--- config.mk ---
export PLATFORM = sky130hd
export DESIGN_NAME = burst_rr_arbiter
export DESIGN_NICKNAME = d
export VERILOG_FILES = /design/src/rtl/burst_rr_arbiter.sv
export SDC_FILE = /design/constraint.sdc
export NUM_CORES = 1
export LEC_CHECK = 0
export ABC_CLOCK_PERIOD_IN_PS = 4220
export BUFFER_PORTS_ARGS = -buffer_cell sky130_fd_sc_hd__buf_4
export CAP_MARGIN = 10
export CORE_MARGIN = 2
export CORE_UTILIZATION = 51
export CTS_CLUSTER_DIAMETER = 120
export DETAILED_ROUTE_END_ITERATION = 10
export HOLD_SLACK_MARGIN = 0.06
export PLACE_DENSITY = 0.83
export SLEW_MARGIN = 0
export SYNTH_ARGS = -nofsm -noshare
export SYNTH_HDL_FRONTEND = slang
export SYNTH_SLANG_ARGS = --single-unit
--- constraint.sdc ---
create_clock -name clk -period 4.22 [get_ports clk]
set_clock_uncertainty 0.15 [all_clocks]
set_input_delay 0 -clock clk [delete_from_list [all_inputs] [get_ports clk]]
set_output_delay 0 -clock clk [all_outputs]
set_load 0.03 [all_outputs]
--- src/rtl/burst_rr_arbiter.sv ---
// Round-robin arbiter that locks one requester onto a shared req/ack channel for a whole burst.
// Optional owner-idle timeout is compiled in with BURST_TIMEOUT_EN.
module burst_rr_arbiter #(
    parameter int N       = 4,
    parameter int LEN_W   = 4,
    parameter int TIMEOUT = 15
) (
    input  logic                   clk,
    input  logic                   rstn,
    input  logic [N-1:0]           req_in,
    input  logic [N*LEN_W-1:0]     len_in,
    output logic [N-1:0]           ack_in,
    output logic                   req_out,
    input  logic                   ack_out,
    output logic [$clog2(N)-1:0]   gnt_id,
    output logic                   busy,
    output logic                   abort
);

    localparam int ID_W = $clog2(N);

    typedef enum logic {
        IDLE,
        BURST
    } state_t;

    state_t          state_q, state_d;
    logic [ID_W-1:0] ptr_q, ptr_d;
    logic [ID_W-1:0] owner_q, owner_d;
    logic [LEN_W-1:0] cnt_q, cnt_d;
    logic [ID_W-1:0] winner;
    logic [ID_W-1:0] next_ptr;
    logic            abort_now;
    logic            fire;

    // Rotating priority search starting at ptr.
    always_comb begin
        logic found;
        found  = 1'b0;
        winner = ptr_q;
        for (int k = 0; k < N; k++) begin
            if (!found && req_in[(int'(ptr_q) + k) % N]) begin
                found  = 1'b1;
                winner = ID_W'((int'(ptr_q) + k) % N);
            end
        end
    end

    assign next_ptr = (owner_q == ID_W'(N - 1)) ? '0 : owner_q + ID_W'(1);

`ifdef BURST_TIMEOUT_EN
    localparam int TMO_W = $clog2(TIMEOUT + 1);

    logic [TMO_W-1:0] tmo_q, tmo_d;

    assign abort_now = (state_q == BURST) && (tmo_q == TMO_W'(TIMEOUT));

    always_comb begin
        tmo_d = '0;
        if (state_q == BURST && !abort_now && !req_in[owner_q])
            tmo_d = tmo_q + TMO_W'(1);
    end

    always_ff @(posedge clk or negedge rstn) begin
        if (!rstn) tmo_q <= '0;
        else       tmo_q <= tmo_d;
    end
`else
    logic unused_timeout;

    assign unused_timeout = |TIMEOUT;
    assign abort_now      = 1'b0;
`endif

    // NOTE: every output of this block gets a default before the case so no latch is inferred.
    always_comb begin
        state_d = state_q;
        ptr_d   = ptr_q;
        owner_d = owner_q;
        cnt_d   = cnt_q;
        req_out = 1'b0;
        ack_in  = '0;
        busy    = 1'b0;
        fire    = 1'b0;

        case (state_q)
            IDLE: begin
                if (|req_in) begin
                    owner_d = winner;
                    cnt_d   = len_in[winner*LEN_W +: LEN_W];
                    state_d = BURST;
                end
            end
            BURST: begin
                busy = 1'b1;
                // An aborting burst passes no further beats.
                req_out = req_in[owner_q] && !abort_now;
                fire    = req_out && ack_out;
                if (fire) ack_in[owner_q] = 1'b1;

                if (abort_now) begin
                    state_d = IDLE;
                    ptr_d   = next_ptr;
                end else if (fire) begin
                    if (cnt_q != '0) begin
                        cnt_d = cnt_q - LEN_W'(1);
                    end else begin
                        state_d = IDLE;
                        ptr_d   = next_ptr;
                    end
                end
            end
            default: state_d = IDLE;
        endcase
    end

    // NOTE: state registers use non-blocking assignments so all flops update together at the edge.
    always_ff @(posedge clk or negedge rstn) begin
        if (!rstn) begin
            state_q <= IDLE;
            ptr_q   <= '0;
            owner_q <= '0;
            cnt_q   <= '0;
        end else begin
            state_q <= state_d;
            ptr_q   <= ptr_d;
            owner_q <= owner_d;
            cnt_q   <= cnt_d;
        end
    end

    assign gnt_id = owner_q;
    assign abort  = abort_now;

endmodule

# Word-level counts from Yosys, hierarchy flattened
# Index checks and enable logic that the tools add are counted.
[totals]
ff_bits = 9
latchBits = 0
ram_bits = 0
rom_bits = 0
input_bits = 23
output_inout_bits = 9
memories = 0
[classes]
n_addsub = 5
multipliers = 0
div = 0
order_cmp = 6
eq_ne = 4
shift = 1
n_mux = 34
bitwise = 5
reduce_logical = 16
[op_table]
columns = ["cell", "n"]
rows = [
  ["4-bit two-way mux", 5],
  ["1-bit two-way mux", 17],
  ["16-bit by 5-bit variable part select with 4-bit output", 1],
  ["3-bit by 4-bit less-than comparator with 1-bit output (second input constant)", 3],
  ["1-bit binary-select mux with 2-bit select", 5],
  ["2-bit two-way mux", 4],
  ["4-bit case mux with 2 select lines", 1],
  ["2-bit by 3-bit less-than comparator with 1-bit output (second input constant)", 2],
  ["3-bit AND reduction", 2],
  ["2-bit OR reduction", 3],
  ["1-bit logical AND", 5],
  ["2-bit by 1-bit adder with 2-bit output (second input constant)", 2],
  ["2-bit adder (second input constant)", 2],
  ["2-bit by 1-bit inequality test with 1-bit output (second input constant)", 2],
  ["4-bit nonzero test", 1],
  ["4-bit OR reduction", 1],
  ["4-bit by 1-bit subtractor with 4-bit output (second input constant)", 1],
  ["1-bit bitwise AND (first input constant)", 3],
  ["1-bit zero test", 3],
  ["1-bit demux with 2-bit select", 1],
  ["2-bit == test (second input constant)", 1],
  ["2-bit by 1-bit >= comparator with 1-bit output (second input constant)", 1],
  ["2-bit inequality test (second input constant)", 1],
  ["1-bit NOT", 2],
  ["other kinds (2)", 2],
]

# Longest topological paths before layout
# Gate-level depths: netlist of run 1.
[depth]
word_depth = 17
depth_mapped = 7
ltp_nobuf = 7

# Worst setup path before layout of run 1
# No wires, ideal clock.
[synth_path]
path_kind = "reg-to-reg"
startpoint = "reg owner_q[0] (netlist: gnt_id[0])"
endpoint = "reg cnt_q[1]"
arrival_ns = 1.915
t_required_ns = 3.942
path_slack_ns = 2.027
path_stages_with_launch = 8
n_path_buf = 1
synth_period_minus_slack_ns = 2.193
path_cell_list = "dfrtp_1 -> mux4_2 -> and3_1 -> buf_6 -> nor2b_4 -> nor2_4 -> mux2i_1 -> o21ai_0"
[synth_via]
elab_chain_len = 5
[synth_lines]
columns = ["element", "line_no", "source"]
rows = [
  ["start: declaration", "29", "logic [ID_W-1:0] owner_q, owner_d;"],
  ["start signal: assignment", "127", "owner_q <= owner_d;"],
  ["1-bit binary-select mux with 2-bit select", "97", "req_out = req_in[owner_q] && !abort_now;"],
  ["1-bit two-way mux (not written as such)", "97", ""],
  ["1-bit logical AND", "98", "fire = req_out && ack_out;"],
  ["2-bit by 1-bit inequality test with 1-bit output (no source line)", "-", ""],
  ["3-bit AND reduction (no source line)", "-", ""],
  ["end signal: assignment", "128", "cnt_q <= cnt_d;"],
  ["end: declaration", "30", "logic [LEN_W-1:0] cnt_q, cnt_d;"],
]
# Every way passes these cells. The select of a mux whose other input is x is not followed.
# A chain may end at the register's enable or synchronous reset.

# Final worst setup path of run 1
[layout_path]
startpoint = "reg ptr_q[1]"
endpoint = "reg cnt_q[0]"
[layout_via]
elab_chain_len = 15
word_cells_on_any_way = 29
[layout_lines]
columns = ["element", "line_no", "source"]
rows = [
  ["start: declaration", "28", "logic [ID_W-1:0] ptr_q, ptr_d;"],
  ["start signal: assignment", "126", "ptr_q <= ptr_d;"],
  ["2-bit by 1-bit adder with 2-bit output / 1-bit binary-select mux with 2-bit select (equally long branches)", "42, 44", ""],
  ["1-bit binary-select mux with 2-bit select / 1-bit two-way mux (equally long branches)", "42", "if (!found && req_in[(int'(ptr_q) + k) % N]) begin"],
  ["1-bit two-way mux (not written as such)", "42", ""],
  ["1-bit two-way mux (not written as such) / 1-bit zero test (equally long branches)", "42", ""],
  ["1-bit logical AND", "42", ""],
  ["1-bit two-way mux", "42", ""],
  ["1-bit zero test", "42", ""],
  ["1-bit logical AND", "42", ""],
  ["1-bit two-way mux", "42", ""],
  ["1-bit zero test", "42", ""],
  ["1-bit logical AND", "42", ""],
  ["2-bit two-way mux *", "42", ""],
  ["16-bit by 5-bit variable part select with 4-bit output *", "90", "cnt_d = len_in[winner*LEN_W +: LEN_W];"],
  ["4-bit two-way mux *", "88", "if (|req_in) begin"],
  ["4-bit case mux with 2 select lines *", "86", "case (state_q)"],
]
# Mark *: on every way between the ends. The rest lies on a longest branch, timed or not. The select of a mux whose other input is x is not followed.

==> flow_summary_export.csv, run 1 <==
group,metric,value,unit
worst_setup_path,crit_required,4.21,ns
job,drv_cap,0,
route,drt_iter0_drc,35,
outcome,status,"finished clean",
cells_and_area,layout_common_cells,"30 x buf_4, 9 x dfrtp_1, 9 x dlygate4sd3_1",
worst_setup_path,arrival,2.85,ns
logic_synthesis,synthCells,85,
sta,fmax,350,MHz
worst_setup_path,critPathMaxStageDelay,0.57,ns
floorplan,start_util,54.3,%
sta,rsz0062_at_grt,"false",
place,gp_congestion,0.900,
clock_network,cts.sinks,9,
global_routing,antenna_found_initial,0,
global_routing,grt_use_total,22.6,%
cells_and_area,design_area,1150,sq um
logic_synthesis,yosys_warnings,0,
floorplan,die_h,43.8,um
worst_setup_path,startpoint_type,"flop",
place,portBuffers,30,
floorplan,dieArea,1920,sq um
worst_setup_path,cp_cell_sequence,"nor3b_2 > a31oi_1 > a21oi_4 > mux2i_1 > dlygate4sd3_1 > o221ai_1 > dlygate4sd3_1",
logic_synthesis,ys_seq_area_share,27.9,%
route,antenna_left,0,
route,wl_per_cell,14.3,um
place,dp_hpwl,1500,um
worst_setup_path,path_max_fanout,9,
route,wl,2030,um
logic_synthesis,synth_edf_count,0,
logic_synthesis,synth_top_cell_area_share,27.9,%
logic_synthesis,synth.distinct_cells,33,
clock_network,root_buffer,"clkbuf_4",
clock_network,numCtsBuffers,3,
power,ir_drop,0.000384,V
global_routing,grt_pass1_wl,3220,um
sta,worst_hold_slack,0.0581,ns
logic_synthesis,synth-seq-cells,9,
min_path,hp-class,"primary input to flop",
clock_network,cts_tree,"yes",
route,vias,820,
sta,fin_setup_tns,0,ns
worst_setup_path,cpMostUsedCell,"dlygate4sd3_1",
floorplan,die_x,43.8,um
worst_setup_path,cp.buffers_inverters,2,
route,viasPerCell,5.77,
sta,setup_violations,0,
global_routing,grt_max_degree,10,
worst_setup_path,rrSetupSlack,1.37,ns
clock_network,clk_path_buf_depth,2,
floorplan,fp-row-count,14,
floorplan,coreArea,1490,sq um
cells_and_area,layout-drive-gt1-share,38.1,%
logic_synthesis,syn_area,808,sq um
logic_synthesis,yosysTopAreaCell,"dfrtp_1",
worst_setup_path,cpLargestDelayFamily,"buffers and inverters",
global_routing,grt_pass1_vias,763,
clock_network,cts-htree-levels,1,
sta,timing.slew.headroom,58.3,%
worst_setup_path,slowest_stage,"dlygate4sd3_1",
sta,worst_pin_slew,0.624,ns
logic_synthesis,ys.flop_type,"dfrtp_1",
route,drtPass1Iterations,5,
place,dpl_cell_area,1030,sq um
sta,maxSlewViolCount,0,
route,drc_errors,0,
logic_synthesis,synth_nets,114,
power,leakage,0.563,nW
worst_setup_path,crit_type,"flop to flop",
sta,hold_viol,0,
logic_synthesis,syn_avg_cell_area,9.51,sq um
cells_and_area,antennaDiodeCount,0,
clock_network,post_cts_buffers,0,
global_routing,overflow,0,
floorplan,io_pins,32,
worst_setup_path,end_kind,"flop",
logic_synthesis,async_flop_share,100,%
clock_network,clkTransAtPathRegs,0.06,ns
sta,finalCritPeriodShare,67.6,%
power,power_density,535,nW/um^2
clock_network,clk_latency,0.27,ns
cells_and_area,fillers,105,
sta,min_period,2.85,ns
cells_and_area,fin_util,77.3,%
logic_synthesis,synthTopCellsByArea,"dfrtp_1 28%, ha_1 9.3%, mux2_2 8.4%",
cells_and_area,syn2layout_area_growth,42.4,%
cells_and_area,final_common_cell,"buf_4",
cells_and_area,fin_nets,156,
-- synth_stat cells (all sizes together) (3+ instances only) --
library cell	count
nor2	6
mux2i	6
mux2	6
nor3	3
o21ai	3
dfrtp	9
inv	8
and2	5
a21oi	4
ha	6
nand2	4
-- metal layers --
layer | part of all wire [%] | global-route usage [%] | up-vias
li1 | - | - | 385
met1 | 39 | 29.7 | 389
met3 | 9.9 | 6.67 | 4
met2 | 50 | 36.2 | 42
met4 | 0.94 | 6.06 | 0
met5 | 0 | 0 | -
-- where the power goes --
group	internal (mW)	leakage, nW	switching (mW)	total (mW)
Clock	0.0365	0.0150	0.0317	0.0682
Sequential	0.124	0.108	0.0457	0.169
Combinational	0.182	0.440	0.196	0.378
Total	0.342	0.563	0.273	0.616
-- what timing repair did --
action / 4_1_cts / 5_1_grt
resized for setup: 0 / 0
hold endpoints to repair: 12 / 0
hold buffers: 9 / 0
-- cells by family (layout without fill, tap and decap cells) --
| family | count (synthesis) | in the layout | share of synthesized area [%] |
|---|---|---|---|
| compound gates | 19 | 19 | 17.0 |
| fa+ha+maj | 6 | 6 | 9.29 |
| buf+inv | 10 | 51 | 6.04 |
| flops | 9 | 9 | 27.9 |
| mux | 13 | 13 | 18.6 |
| other cells | 1 | 1 | 0.464 |
| simple gates | 27 | 27 | 20.7 |
-- state kept, by name, summed over array words and instances (netlist names) --
name,cells
cnt_q,4
ptr_q,2
gnt_id,2
state_q,1
-- worst reg2reg max path: stages, from the launching register on --
cell and delay [ns]:
dfrtp_1 0.44, nor3b_2 0.21, a31oi_1 0.09, a21oi_4 0.35, mux2i_1 0.24, dlygate4sd3_1 0.57
o221ai_1 0.10, dlygate4sd3_1 0.57
-- metrics by stage --
step	power, mW	std cells	setup slack [ns]
after floorplan	0.423	85	2.03
after global placement	0.510	129	2.20
after detailed placement	0.523	129	2.15
after CTS	0.611	142	1.41
after global routing	0.657	142	1.21
final	0.616	142	1.37
-- layout make-up --
cell class | count | area (sq um) | area share (%)
flip-flops and latches | 9 | 225 | 19.6
inverters | 8 | 30.0 | 2.61
clock buffers | 4 | 26.3 | 2.28
multi-input cells | 66 | 534 | 46.4
repair buffers | 39 | 315 | 27.4
well taps | 16 | 20.0 | 1.74
-- worst paths after layout --
check | startpoint | endpoint | cells after the start
max | ptr_q[1] | cnt_q[0] | 7
max reg2reg | ptr_q[1] | cnt_q[0] | 7
min in group asynchronous | rstn | ptr_q[0] | 3
min | len_in[11] | cnt_q[3] | 4
max in group asynchronous | rstn | cnt_q[1] | 3
min reg2reg | ptr_q[0] | ptr_q[0] | 2
No activity file was read; power rests on OpenSTA's default activity.
==> inputs of run 2 (changes only) <==
--- a/config.mk
+++ b/config.mk
@@ -5,15 +5,15 @@
 export SDC_FILE = /design/constraint.sdc
 export NUM_CORES = 1
 export LEC_CHECK = 0
-export ABC_CLOCK_PERIOD_IN_PS = 4220
+export ABC_CLOCK_PERIOD_IN_PS = 2800
 export BUFFER_PORTS_ARGS = -buffer_cell sky130_fd_sc_hd__buf_4
 export CAP_MARGIN = 10
 export CORE_MARGIN = 2
-export CORE_UTILIZATION = 51
+export CORE_UTILIZATION = 47
 export CTS_CLUSTER_DIAMETER = 120
 export DETAILED_ROUTE_END_ITERATION = 10
 export HOLD_SLACK_MARGIN = 0.06
-export PLACE_DENSITY = 0.83
+export PLACE_DENSITY = 0.78
 export SLEW_MARGIN = 0
 export SYNTH_ARGS = -nofsm -noshare
 export SYNTH_HDL_FRONTEND = slang
==> constraint.sdc (replaced) <==
create_clock -name clk -period 2.8 [get_ports clk]
set_clock_uncertainty 0.15 [all_clocks]
set_input_delay 0 -clock clk [delete_from_list [all_inputs] [get_ports clk]]
set_output_delay 0 -clock clk [all_outputs]
set_load 0.03 [all_outputs]
==> run 2 against run 1 <==
Fmax increased by 16%. Sequential power increased by 51%. Global-route usage increased by 2.9 points. Non-clock buffer count increased by 7. Utilization increased by 1.0 points. Worst hold slack improved by 0.082 ns. Critical path depth unchanged. Clock power increased by 57%. Final area increased by 6.1%. Via count decreased by 3.3%. Sequential share of layout area decreased by 1.1 points. Largest cell class unchanged. Highest routed layer unchanged.
==> flow_summary_export.csv, run 2 (synthesis results as in run 1) <==
group,metric,value,unit
outcome,status,"finished clean",
min_path,hp-start,"ack_out",
cells_and_area,syn2layout_area_growth,51.1,%
cells_and_area,antennaDiodeCount,0,
global_routing,antenna_found_initial,0,
route,drt_iter0_drc,10,
cells_and_area,design_area,1220,sq um
global_routing,grt_use_total,25.5,%
clock_network,post_cts_buffers,0,
place,dpl_cell_area,1030,sq um
worst_setup_path,slowest_stage,"dlygate4sd3_1",
floorplan,start_util,51.8,%
cells_and_area,fin_nets,163,
worst_setup_path,crit_required,2.81,ns
floorplan,fp-row-count,14,
floorplan,die_h,45.5,um
power,leakage,0.593,nW
clock_network,clk_latency,0.28,ns
route,wl_per_cell,14.4,um
cells_and_area,fin_util,78.3,%
sta,worst_pin_slew,0.598,ns
clock_network,clk_path_buf_depth,2,
cells_and_area,fillers,110,
worst_setup_path,critPathMaxStageDelay,0.57,ns
clock_network,cts.repair.resized,0,
place,portBuffers,30,
place,gp_congestion,0.861,
worst_setup_path,r2r-end,"cnt_q[3]",
clock_network,cts_tree,"yes",
place,place_ws,0.677,ns
power,power_density,770,nW/um^2
route,viasPerCell,5.32,
power,ir_drop,0.000502,V
route,vias,793,
sta,timing.slew.headroom,60.1,%
sta,min_period,2.46,ns
worst_setup_path,crit_type,"flop to flop",
clock_network,root_buffer,"clkbuf_4",
worst_setup_path,reg2regPathDepth,7,
route,drc_errors,0,
route,wl,2150,um
floorplan,die_x,45.5,um
sta,hold_viol,0,
sta,rsz0062_at_grt,"false",
floorplan,dieArea,2070,sq um
cells_and_area,final_common_cell,"buf_4",
global_routing,grt_max_degree,10,
global_routing,grt_pass1_wl,3650,um
min_path,hp-class,"primary input to flop",
sta,fin_ws,0.341,ns
sta,fin_setup_tns,0,ns
worst_setup_path,startpoint_type,"flop",
worst_setup_path,crit-reg2reg-launch,"ptr_q[1]",
worst_setup_path,cp-startpoint,"ptr_q[1]",
min_path,min_to,"state_q",
min_path,holdPathStages,3,
sta,maxSlewViolCount,0,
sta,finalCritPeriodShare,87.8,%
clock_network,cts-htree-levels,1,
place,dp_hpwl,1490,um
global_routing,grt_pass1_vias,830,
global_routing,overflow,0,
job,drv_cap,0,
worst_setup_path,rrSetupSlack,0.34,ns
clock_network,cts.sinks,9,
sta,setup_violations,0,
worst_setup_path,cp_cell_sequence,"nor3b_2 > a31oi_1 > a21oi_4 > mux2_2 > dlygate4sd3_1 > nor2_1 > nor3_1",
worst_setup_path,end_kind,"flop",
cells_and_area,largest_reg_flops,4,
floorplan,io_pins,32,
floorplan,coreArea,1560,sq um
sta,fmax,407,MHz
cells_and_area,layout_common_cells,"30 x buf_4, 16 x dlygate4sd3_1, 9 x dfrtp_1",
cells_and_area,layout-drive-gt1-share,36.1,%
worst_setup_path,path_max_fanout,9,
clock_network,clkTransAtPathRegs,0.06,ns
cells_and_area,top_register,"cnt_q",
route,antenna_left,0,
route,drtPass1Iterations,4,
worst_setup_path,arrival,2.47,ns
clock_network,numCtsBuffers,3,
run 2: cell count changes in the layout (fill, tap and decap cells not counted), sizes merged:
cell	before	now
dlygate4sd3	9	16
run 2: cell type report:
type                            instances  area, sq um  share of cell area, %
Timing Repair Buffer                   46          385                   31.6
Clock buffer                            4         26.3                   2.15
Tap cell                               16         20.0                   1.64
Multi-Input combinational cell         66          534                   43.8
Inverter                                8         30.0                   2.46
Sequential cell                         9          225                   18.4
run 2: through the flow:
step	power [mW]	hold WS [ns]	std cells
after floorplan	0.638	-0.446	85
after global placement	0.776	-0.321	129
after detailed placement	0.788	-0.316	129
after CTS	0.939	0.131	149
after global routing	1.02	0.174	149
final	0.941	0.140	149
run 2: report_power, final:
part	total [mW]	leakage, nW	internal (mW)	switching (mW)
clock network	0.107	0.0150	0.0553	0.0512
registers	0.256	0.108	0.186	0.0692
logic	0.579	0.469	0.281	0.297
total	0.941	0.593	0.523	0.418
run 2: critical path, delay by kind of cell (launching register included):
| family | cells | cell delay (ns) |
|---|---|---|
| DFF | 1 | 0.44 |
| AOI/OAI and AO/OA | 2 | 0.45 |
| and+or+nand+nor | 3 | 0.34 |
| muxes | 1 | 0.38 |
| buffers and inverters | 1 | 0.57 |
run 2: how the worst max path moves through the flow:
stage               slack, ns        to
global placement         0.77  cnt_q[1]
global route             0.21  cnt_q[1]
detailed placement       0.68  cnt_q[1]
finish                   0.34  cnt_q[3]
floorplan                0.61  cnt_q[1]
CTS                      0.36  cnt_q[3]
run 2: metal layers:
layer  track usage [%]  wire length [um]  vias to the layer above
met3              5.95                84                        5
met4              8.82                25                        0
met2              43.7              1100                       19
met5                 0                 0                        -
met1              31.0               936                      369
li1                  -                 -                      400
run 2: timing repair:
item                                   4_1_cts  5_1_grt
endpoints found under the hold margin       13        0
hold buffers                                16        0
setup endpoints to repair                    0        0
